==> src/rtl/multi_key_debounce.sv <==
// N-channel key conditioner: 2-flop synchroniser, counter debounce, press/release pulses.
// Hold-to-repeat FSMs are built only when KEY_REPEAT_EN is defined; otherwise key_rpt mirrors key_pos.
module multi_key_debounce #(
    parameter int N_KEYS     = 4,
    parameter int DB_CYCLES  = 2000000,
    parameter int RPT_DELAY  = 50000000,
    parameter int RPT_PERIOD = 10000000
) (
    input  logic              clk,
    input  logic              rst_n,
    input  logic [N_KEYS-1:0] key,
    output logic [N_KEYS-1:0] key_level,
    output logic [N_KEYS-1:0] key_pos,
    output logic [N_KEYS-1:0] key_neg,
    output logic [N_KEYS-1:0] key_rpt,
    output logic              any_pos
);

    localparam int              DB_W    = $clog2(DB_CYCLES + 1);
    localparam logic [DB_W-1:0] DB_LAST = DB_W'(DB_CYCLES - 1);

    if (N_KEYS < 1 || DB_CYCLES < 1 || RPT_DELAY < 1 || RPT_PERIOD < 1) begin : g_bad_params
        $error("multi_key_debounce: N_KEYS, DB_CYCLES, RPT_DELAY and RPT_PERIOD must all be >= 1");
    end

    logic [N_KEYS-1:0] sync_meta;
    logic [N_KEYS-1:0] sync;
    logic [N_KEYS-1:0] toggle;
    logic [N_KEYS-1:0] level_next;
    logic [N_KEYS-1:0] rise;
    logic [N_KEYS-1:0] fall;
    logic [N_KEYS-1:0] rpt_next;

    always_ff @(posedge clk or negedge rst_n) begin
        if (!rst_n) begin
            sync_meta <= '0;
            sync      <= '0;
        end else begin
            sync_meta <= key;
            sync      <= sync_meta;
        end
    end

    for (genvar i = 0; i < N_KEYS; i++) begin : g_db
        logic [DB_W-1:0] db_cnt;

        // Level flips on the cycle the counter sits at its last value while the input still disagrees.
        assign toggle[i] = (sync[i] != key_level[i]) && (db_cnt == DB_LAST);

        always_ff @(posedge clk or negedge rst_n) begin
            if (!rst_n) begin
                db_cnt <= '0;
            end else if ((sync[i] == key_level[i]) || toggle[i]) begin
                db_cnt <= '0;
            end else begin
                db_cnt <= db_cnt + 1'b1;
            end
        end
    end

    assign level_next = key_level ^ toggle;
    assign rise       = toggle & ~key_level;
    assign fall       = toggle & key_level;

`ifdef KEY_REPEAT_EN
    localparam int               RPT_MAX     = (RPT_DELAY > RPT_PERIOD) ? RPT_DELAY : RPT_PERIOD;
    localparam int               RPT_W       = $clog2(RPT_MAX + 1);
    localparam logic [RPT_W-1:0] DELAY_LAST  = RPT_W'(RPT_DELAY - 1);
    localparam logic [RPT_W-1:0] PERIOD_LAST = RPT_W'(RPT_PERIOD - 1);

    typedef enum logic [1:0] {
        IDLE   = 2'd0,
        DELAY  = 2'd1,
        REPEAT = 2'd2
    } rpt_state_t;

    for (genvar i = 0; i < N_KEYS; i++) begin : g_rpt
        rpt_state_t       state_q;
        rpt_state_t       state_d;
        logic [RPT_W-1:0] cnt_q;
        logic [RPT_W-1:0] cnt_d;
        logic             rpt_d;

        always_ff @(posedge clk or negedge rst_n) begin
            if (!rst_n) begin
                state_q <= IDLE;
                cnt_q   <= '0;
            end else begin
                state_q <= state_d;
                cnt_q   <= cnt_d;
            end
        end

        // The FSM looks at the level being loaded this edge, so a release beats a coincident repeat.
        always_comb begin
            state_d = state_q;
            cnt_d   = cnt_q;
            rpt_d   = 1'b0;
            case (state_q)
                IDLE: begin
                    if (rise[i]) begin
                        rpt_d   = 1'b1;
                        state_d = DELAY;
                        cnt_d   = '0;
                    end
                end
                DELAY: begin
                    if (!level_next[i]) begin
                        state_d = IDLE;
                        cnt_d   = '0;
                    end else if (cnt_q == DELAY_LAST) begin
                        rpt_d   = 1'b1;
                        state_d = REPEAT;
                        cnt_d   = '0;
                    end else begin
                        cnt_d = cnt_q + 1'b1;
                    end
                end
                REPEAT: begin
                    if (!level_next[i]) begin
                        state_d = IDLE;
                        cnt_d   = '0;
                    end else if (cnt_q == PERIOD_LAST) begin
                        rpt_d = 1'b1;
                        cnt_d = '0;
                    end else begin
                        cnt_d = cnt_q + 1'b1;
                    end
                end
                default: begin
                    state_d = IDLE;
                    cnt_d   = '0;
                end
            endcase
        end

        assign rpt_next[i] = rpt_d;
    end
`else
    assign rpt_next = rise;
`endif

    always_ff @(posedge clk or negedge rst_n) begin
        if (!rst_n) begin
            key_level <= '0;
            key_pos   <= '0;
            key_neg   <= '0;
            key_rpt   <= '0;
            any_pos   <= 1'b0;
        end else begin
            key_level <= level_next;
            key_pos   <= rise;
            key_neg   <= fall;
            key_rpt   <= rpt_next;
            any_pos   <= |rise;
        end
    end

endmodule

==> config.mk <==
export PLATFORM = sky130hd
export DESIGN_NAME = multi_key_debounce
export DESIGN_NICKNAME = d
export VERILOG_FILES = /design/src/rtl/multi_key_debounce.sv
export SDC_FILE = /design/constraint.sdc
export NUM_CORES = 1
export LEC_CHECK = 0
export CAP_MARGIN = 20
export CORE_MARGIN = 1.5
export CORE_UTILIZATION = 45
export CTS_CLUSTER_SIZE = 28
export DETAILED_ROUTE_END_ITERATION = 6
export SLEW_MARGIN = 0
export SYNTH_ARGS = -nofsm -noshare
export SYNTH_HDL_FRONTEND = slang
export SYNTH_SLANG_ARGS = --single-unit
==> constraint.sdc <==
create_clock -name clk -period 3.9 [get_ports clk]
set_input_delay 0.585 -clock clk [delete_from_list [all_inputs] [get_ports clk]]
set_output_delay 0.585 -clock clk [all_outputs]
set_load 0.01 [all_outputs]
==> results of run 1 <==
==> power by group through the flow <==
stage	sequential, uW	combinational (uW)	clock, uW
floorplan	1130	34.7	0
global placement	1140	72.5	0
detailed placement	1140	73.0	0
CTS	1110	73.4	771
global route	1120	82.9	811
finish	1110	70.5	736
==> flip-flops by register name, summed over array words and instances, names as in the netlist, named ones only <==
name         flops
any_pos          1
sync             4
g_db.db_cnt     84
key_rpt          4
sync_meta        4
key_neg          4
==> synth_stat cells, types with 2 or more instances <==
cell type	instances	area [sq um]
nand4_1	24	150.1
mux2i_1	2	20.02
nor3_1	5	25.02
o31ai_1	13	97.59
inv_1	8	30.03
nor4_1	11	68.82
nand2_1	31	116.4
and2_1	5	31.28
nand2b_1	4	25.02
mux2_2	4	45.04
xor2_1	38	332.8
buf_4	5	37.54
dfrtp_1	105	2628
a21oi_1	27	135.1
nand3_1	30	150.1
buf_2	8	40.04
o21ai_0	15	75.07
ha_1	4	50.05
clkbuf_1	7	26.28
nor4b_1	9	78.83
or3_1	14	87.58
and3b_1	2	17.52
and3_1	8	50.05
or4_1	14	105.1
and4_1	14	122.6
xnor2_1	12	105.1
nand4_2	2	25.02
nor2_1	58	217.7
==> kinds of logic (layout without fill, tap and decap cells) <==
logic type / after synthesis / after routing / synth area share
AND/OR/NAND/NOR: 237 / 237 / 0.2656
flip-flops: 105 / 105 / 0.5257
adder cells (fa/ha/maj): 4 / 4 / 0.01001
multiplexers: 6 / 6 / 0.01302
buffers and inverters: 29 / 51 / 0.02779
XOR/XNOR: 50 / 50 / 0.08761
AO/OA/AOI/OAI: 60 / 60 / 0.07034
==> worst max-delay path, stage by stage, from the launching register on <==
cell	delay [ns]
dfrtp_1	0.43
and4_1	0.39
nand4_1	0.22
o21ai_1	0.52
buf_4	0.31
o21ba_2	0.18
==> per-layer routing <==
metal	track usage	share of wire
met3	0.03496	0.026
met4	0.06673	0.014
met5	0	0
met2	0.2889	0.46
met1	0.2531	0.50
==> worst max-delay path by stage <==
stage,from,end,slack [ns],cells past startpoint
floorplan,g_db[3].db_cnt[0],g_db[3].db_cnt[12],2.07,7
global placement,g_db[2].db_cnt[2],g_db[2].db_cnt[20],1.80,5
detailed placement,g_db[2].db_cnt[2],g_db[2].db_cnt[20],1.77,5
CTS,g_db[2].db_cnt[2],g_db[2].db_cnt[20],1.76,5
global route,g_db[0].db_cnt[2],g_db[0].db_cnt[5],1.62,4
finish,g_db[2].db_cnt[2],g_db[2].db_cnt[20],1.76,5
==> layout make-up <==
type / instances / area (sq um)
Clock inverter: 7 / 95.09
Fill cell: 980 / 5296
Clock buffer: 9 / 123.9
Tap cell: 140 / 175.2
Multi-Input combinational cell: 357 / 2237
Sequential cell: 105 / 2628
Timing Repair Buffer: 27 / 255.2
Inverter: 8 / 30.03
==> stage by stage <==
step	area, sq um	power, uW	setup WS (ns)
global route	5544	2011	1.619
finish	5544	1921	1.755
floorplan	4999	1168	2.066
global placement	5325	1208	1.803
CTS	5544	1959	1.759
detailed placement	5325	1209	1.770
==> summary.md, run 1 <==
| Metric | Value |
|---|---|
| Syn-to-layout area delta | 10.91% |
| CTS Hold Bufs | 0 |
| Worst-path fanout max | 14 |
| Leak | between 0.002 and 0.0025 uW |
| Post-synthesis cell type count | 40 |
| Final Hold Fails | 0 |
| Proportion of layout cells with a drive suffix above 1 | 0.06433 |
| Worst Tran Pin Value | 0.8682 ns |
| Post-Syn Area | 4999 sq um |
| I/O pin total | 23 |
| First DRT Iteration DRCs | 171 |
| Sw power | 437.2 uW |
| Via Count | 3644 |
| Layout Skew | 0.009118 ns |
| Largest net degree at the start of global routing | 70 |
| DRT antenna net count | 0 |
| Crit Path Class | flip-flop to flip-flop |
| Total track usage | 0.1835 |
| Grt ovf | 0 |
| Internal power | 1484 uW |
| Most common cell after layout, fill and taps aside | dfrtp_1 |
| Syn. warnings | 0 |
| DRT Pass-1 Iters | 4 |
| PwrDens | 346.6 nW/um^2 |
| Top FF cell, synth | dfrtp_1 |
| Routed WL per cell | 15.05 um |
| Max Cap Viol | 0 |
| Max Root-Sink Buffers | 2 |
| Achievable clock frequency | 0.4663 GHz |
| Ant diodes | 0 |
| Initial antenna violation count | 0 |
| #FFs+latches synth | ~110 |
| CTS tree | done |
| Clk slew on worst S/H paths | 0.10 ns |
| # resized after CTS | 0 |
| Setup violators final | 0 |
| Net Sw Frac | 0.2276 |
| Hold slack | 0.3029 ns |
| Status | finished clean |
| RR Startpoint | g_db[2].db_cnt[2] |
| Htree depth | 3 |
| Placed Instances | 637 |
| Clock network fraction of total power | 0.383 |
| CP endpoint kind | flip-flop |
| Vias in the first global route | 3477 |
| Final WL | 9.825 mm |
| Reg2Reg Capture Point | g_db[2].db_cnt[20] |
| Post-DP HPWL | 6.609 mm |
| Row cnt | 38 |
| Rel. slew slack | 0.4212 |
| Core Util, Final | 0.5114 |
| Tcrit/Tclk final | 0.5499 |
| VDD IR-drop max | 0.0002633 V |
| Root Driver | clkbuf_8 |
| Post-synth ARST share | 1.000 |
| First-pass GRT wire length | 16.96 mm |
| Number of synthesized flops with an enable pin | 0 |
| Worst skew pair latency | 0.38 ns |
| Mean Syn Cell Area | 10.18 sq um |
| Die area | 11750 sq um |
| Register area share after synthesis | 0.5257 |
| Worst r2r path cells | 5 |
| Die height | around 110 um |
| Mapped Nets | 501 |
| Comb pwr share | 0.037 |
| Total CTS buffers | 9 |
| Startpoint types | flip-flop |
| Post-CTS Setup Bufs | 0 |
| Nets | 518 |
| DRC | 0 |
| Placer congestion estimate | 0.7867 |
| Via-to-Cell Ratio | 5.580 |
| RSZ-0062 raised after global routing | no |
| IO buf count | 22 |
| HP Class | input pin to async pin |
| Worst EP required | around 4.2 ns |
| Setup TNS | 0 ns |
| R2r setup slk | 1.76 ns |
| Core ar. | 10840 sq um |
| Most frequent cells in the layout | 105 x dfrtp_1, 58 x nor2_1, 38 x xor2_1, 31 x nand2_1, 30 x nand3_1 |
| Layout Cells excl Fill | 653 |
| Die Width | 108.4 um |
| Post-layout min period | roughly 2.1 ns |
| Syn Inst Count | 491 |
| Reg power frac | 0.580 |
| Starting Density | 0.4611 |
| CP Data Arrival Time | between 2 and 2.5 ns |
| CTS sink cnt | 105 |
| Final number of max-transition violations | 0 |
Note: power is estimated with default switching activity, not from simulation.
==> inputs of run 2 (changes only) <==
==> constraint.sdc (replaced) <==
create_clock -name clk -period 2.22 [get_ports clk]
set_input_delay 0.333 -clock clk [delete_from_list [all_inputs] [get_ports clk]]
set_output_delay 0.333 -clock clk [all_outputs]
set_load 0.01 [all_outputs]
==> run 2 against run 1 <==
Effect of this change: first-iteration DRC count is 2.9% higher; clock power up 71%; die area unchanged; combinational power is 82% higher; largest power group unchanged; via count is 1.5% higher; count of clock-buffer cells in the layout increased by 4; flip-flop and latch count is the same; setup slack got worse by 1.5 ns.
==> summary.md, run 2 (synthesized netlist as in run 1, its figures left out) <==
| Metric | Value |
|---|---|
| Status | finished clean |
| Grt ovf | 0 (unchanged) |
| Ant diodes | 0 (unchanged) |
| Internal power | 2614 uW (+76%) |
| Leak | 0.002283 uW (+1.1%) |
| Max Root-Sink Buffers | 2 (unchanged) |
| RR Startpoint | g_db[0].db_cnt[2] |
| Fillers | 996 (+1.6%) |
| Via-to-Cell Ratio | 5.613 (+0.59%) |
| CP Capture Point | g_db[0].db_cnt[20] |
| Total track usage | 0.1828 (-0.0007650) |
| Rel. slew slack | 0.6232 (+0.2020) |
| Reg power frac | 0.585 (+0.005) |
| Startpoint types | flip-flop |
| Worst skew pair latency | 0.38 ns (about the same) |
| Largest net degree at the start of global routing | 70 (unchanged) |
| CTS tree | done |
| Comb pwr share | 0.038 (about the same) |
| Final WL | 9.660 mm (-1.7%) |
| CTS sink cnt | 105 (unchanged) |
| Via Count | 3699 (+1.5%) |
| Layout Skew | 0.01271 ns (+0.003596 ns) |
| Total CTS buffers | 9 (unchanged) |
| Syn-to-layout area delta | 11.81% |
| R2r setup slk | 0.30 ns (-1.46 ns) |
| Core ar. | 10840 sq um (unchanged) |
| Worst-path fanout max | 12 (-2) |
| Placed Instances | 642 (+0.78%) |
| Layout Cells excl Fill | 659 (+0.92%) |
| Worst Tran Pin Value | 0.5600 ns (-0.3082 ns) |
| Post-layout min period | 1.923 ns (-0.2218 ns) |
| Worst r2r path cells | 4 (-1) |
| Die area | 11750 sq um (unchanged) |
| Vias in the first global route | 3563 (+2.5%) |
| Setup TNS | 0 ns (unchanged) |
| Clk slew on worst S/H paths | 0.09 ns (about the same) |
| Placer congestion estimate | 0.8273 (+5.2%) |
| Nets | 524 (+1.2%) |
| PwrDens | 599.2 nW/um^2 (+73%) |
| First DRT Iteration DRCs | 176 (+2.9%) |
| Routed WL per cell | 14.66 um (-2.6%) |
| Setup violators final | 0 (unchanged) |
| Achievable clock frequency | 0.5201 GHz (+12%) |
| Initial antenna violation count | 0 (unchanged) |
| Worst EP required | 2.52 ns (-1.65 ns) |
| Crit. Startpoint | g_db[0].db_cnt[2] |
| Post-DP HPWL | 6.566 mm (-0.65%) |
| Largest register FFs | 84 (unchanged) |
| HP Class | flip-flop to flip-flop |
| CP Data Arrival Time | 2.23 ns (-0.19 ns) |
| Crit Path Class | flip-flop to flip-flop |
| First-pass GRT wire length | 16.74 mm (-1.3%) |
| Die height | 108.4 um (unchanged) |
| Most frequent cells in the layout | 105 x dfrtp_1, 58 x nor2_1, 38 x xor2_1, 31 x nand2_1, 30 x nand3_1 |
| Sw power | 735.4 uW (+68%) |
| DRT antenna net count | 0 (unchanged) |
| I/O pin total | 23 (unchanged) |
| Proportion of layout cells with a drive suffix above 1 | 0.06551 (+0.001183) |
| Hold slack | 0.3577 ns (+0.05478 ns) |
| Net Sw Frac | 0.2196 (-0.007979) |
| DRC | 0 (unchanged) |
| Final Hold Fails | 0 (unchanged) |
| Most common cell after layout, fill and taps aside | dfrtp_1 |
| Tcrit/Tclk final | 0.8662 (+0.3162) |
| Row cnt | 38 (unchanged) |
| Max Cap Viol | 0 (unchanged) |
| Reg2Reg Capture Point | g_db[0].db_cnt[20] |
| Final number of max-transition violations | 0 (unchanged) |
| VDD IR-drop max | 0.0004078 V (+55%) |
| Starting Density | 0.4611 (unchanged) |
| Core Util, Final | 0.5156 (+0.004155) |
| IO buf count | 22 (unchanged) |
| RSZ-0062 raised after global routing | no |
| Most flop-heavy register | g_db.db_cnt |
| Htree depth | 3 (unchanged) |
| Clock network fraction of total power | 0.377 (-0.006) |
| Die Width | 108.4 um (unchanged) |
| DRT Pass-1 Iters | 4 (unchanged) |
| CP endpoint kind | flip-flop |
| Root Driver | clkbuf_8 |
## run 2: routing by layer
metal | up-vias | wire length, um | share of wire | GRT usage
met1 | 1817 | 4676 | 0.48 | 0.2383
met4 | 0 | 117 | 0.012 | 0.05545
li1 | 1826 | - | - | -
met2 | 49 | 4514 | 0.47 | 0.2929
met5 | - | 0 | 0 | 0
met3 | 7 | 352 | 0.036 | 0.05606
## run 2: worst min path at each step
stage	depth (start not counted)	slack, ns	to	start
2_1_floorplan	0	0.04	async pin	rst_n
3_3_place_gp	1	0.34	g_db[0].db_cnt[0]	rst_n
3_5_place_dp	1	0.34	g_db[0].db_cnt[0]	rst_n
4_1_cts	0	0.36	sync[3]	sync_meta[3]
5_1_grt	1	0.36	sync_meta[0]	key[0]
6_report	0	0.36	sync[3]	sync_meta[3]
## run 2: critical path, cell delays in order (launching register included)
cell     delay [ns]
dfrtp_1        0.44
and4_1         0.36
nand2_1        0.31
or4_1          0.58
a21oi_1        0.15
## run 2: final cells by class
type | count | area (sq um) | area share
Clock buffer | 13 | 138.9 | 0.02485
Clock inverter | 3 | 65.06 | 0.01164
Tap cell | 140 | 175.2 | 0.03134
Inverter | 8 | 30.03 | 0.005373
Sequential cell | 105 | 2628 | 0.4701
Multi-Input combinational cell | 357 | 2237 | 0.4003
Timing Repair Buffer | 33 | 315.3 | 0.05641
## run 2: through the flow
step	total power [uW]	instance area [sq um]	setup WS (ns)
after floorplan	2052	4999	0.3860
after global placement	2126	5375	0.2875
after detailed placement	2129	5375	0.2983
after CTS	3415	5589	0.2779
after global routing	3509	5589	0.1466
final	3349	5589	0.2971
## run 2: power groups by stage
stage / combinational [uW] / sequential (uW) / clock (uW)
2_1_floorplan: 61.0 / 1990 / 0
3_3_place_gp: 131 / 1990 / 0
3_5_place_dp: 132 / 2000 / 0
5_1_grt: 151 / 1960 / 1400
4_1_cts: 134 / 1960 / 1320
6_report: 128 / 1960 / 1260
## run 2: what timing repair did
| action | in CTS | in global routing |
|---|---|---|
| hold endpoints to repair | 36 | 0 |
| buffers inserted | 0 | 0 |
| hold buffers | 1 | 0 |
| gates resized for setup | 0 | 0 |
==> inputs of run 3 (changes only) <==
--- a/config.mk
+++ b/config.mk
@@ -10,6 +10,7 @@
 export CORE_UTILIZATION = 45
 export CTS_CLUSTER_SIZE = 28
 export DETAILED_ROUTE_END_ITERATION = 6
+export HOLD_SLACK_MARGIN = 0.08
 export SLEW_MARGIN = 0
 export SYNTH_ARGS = -nofsm -noshare
 export SYNTH_HDL_FRONTEND = slang
==> results of run 3 <==
Final layout, timing and power as in run 2 (identical DEF).
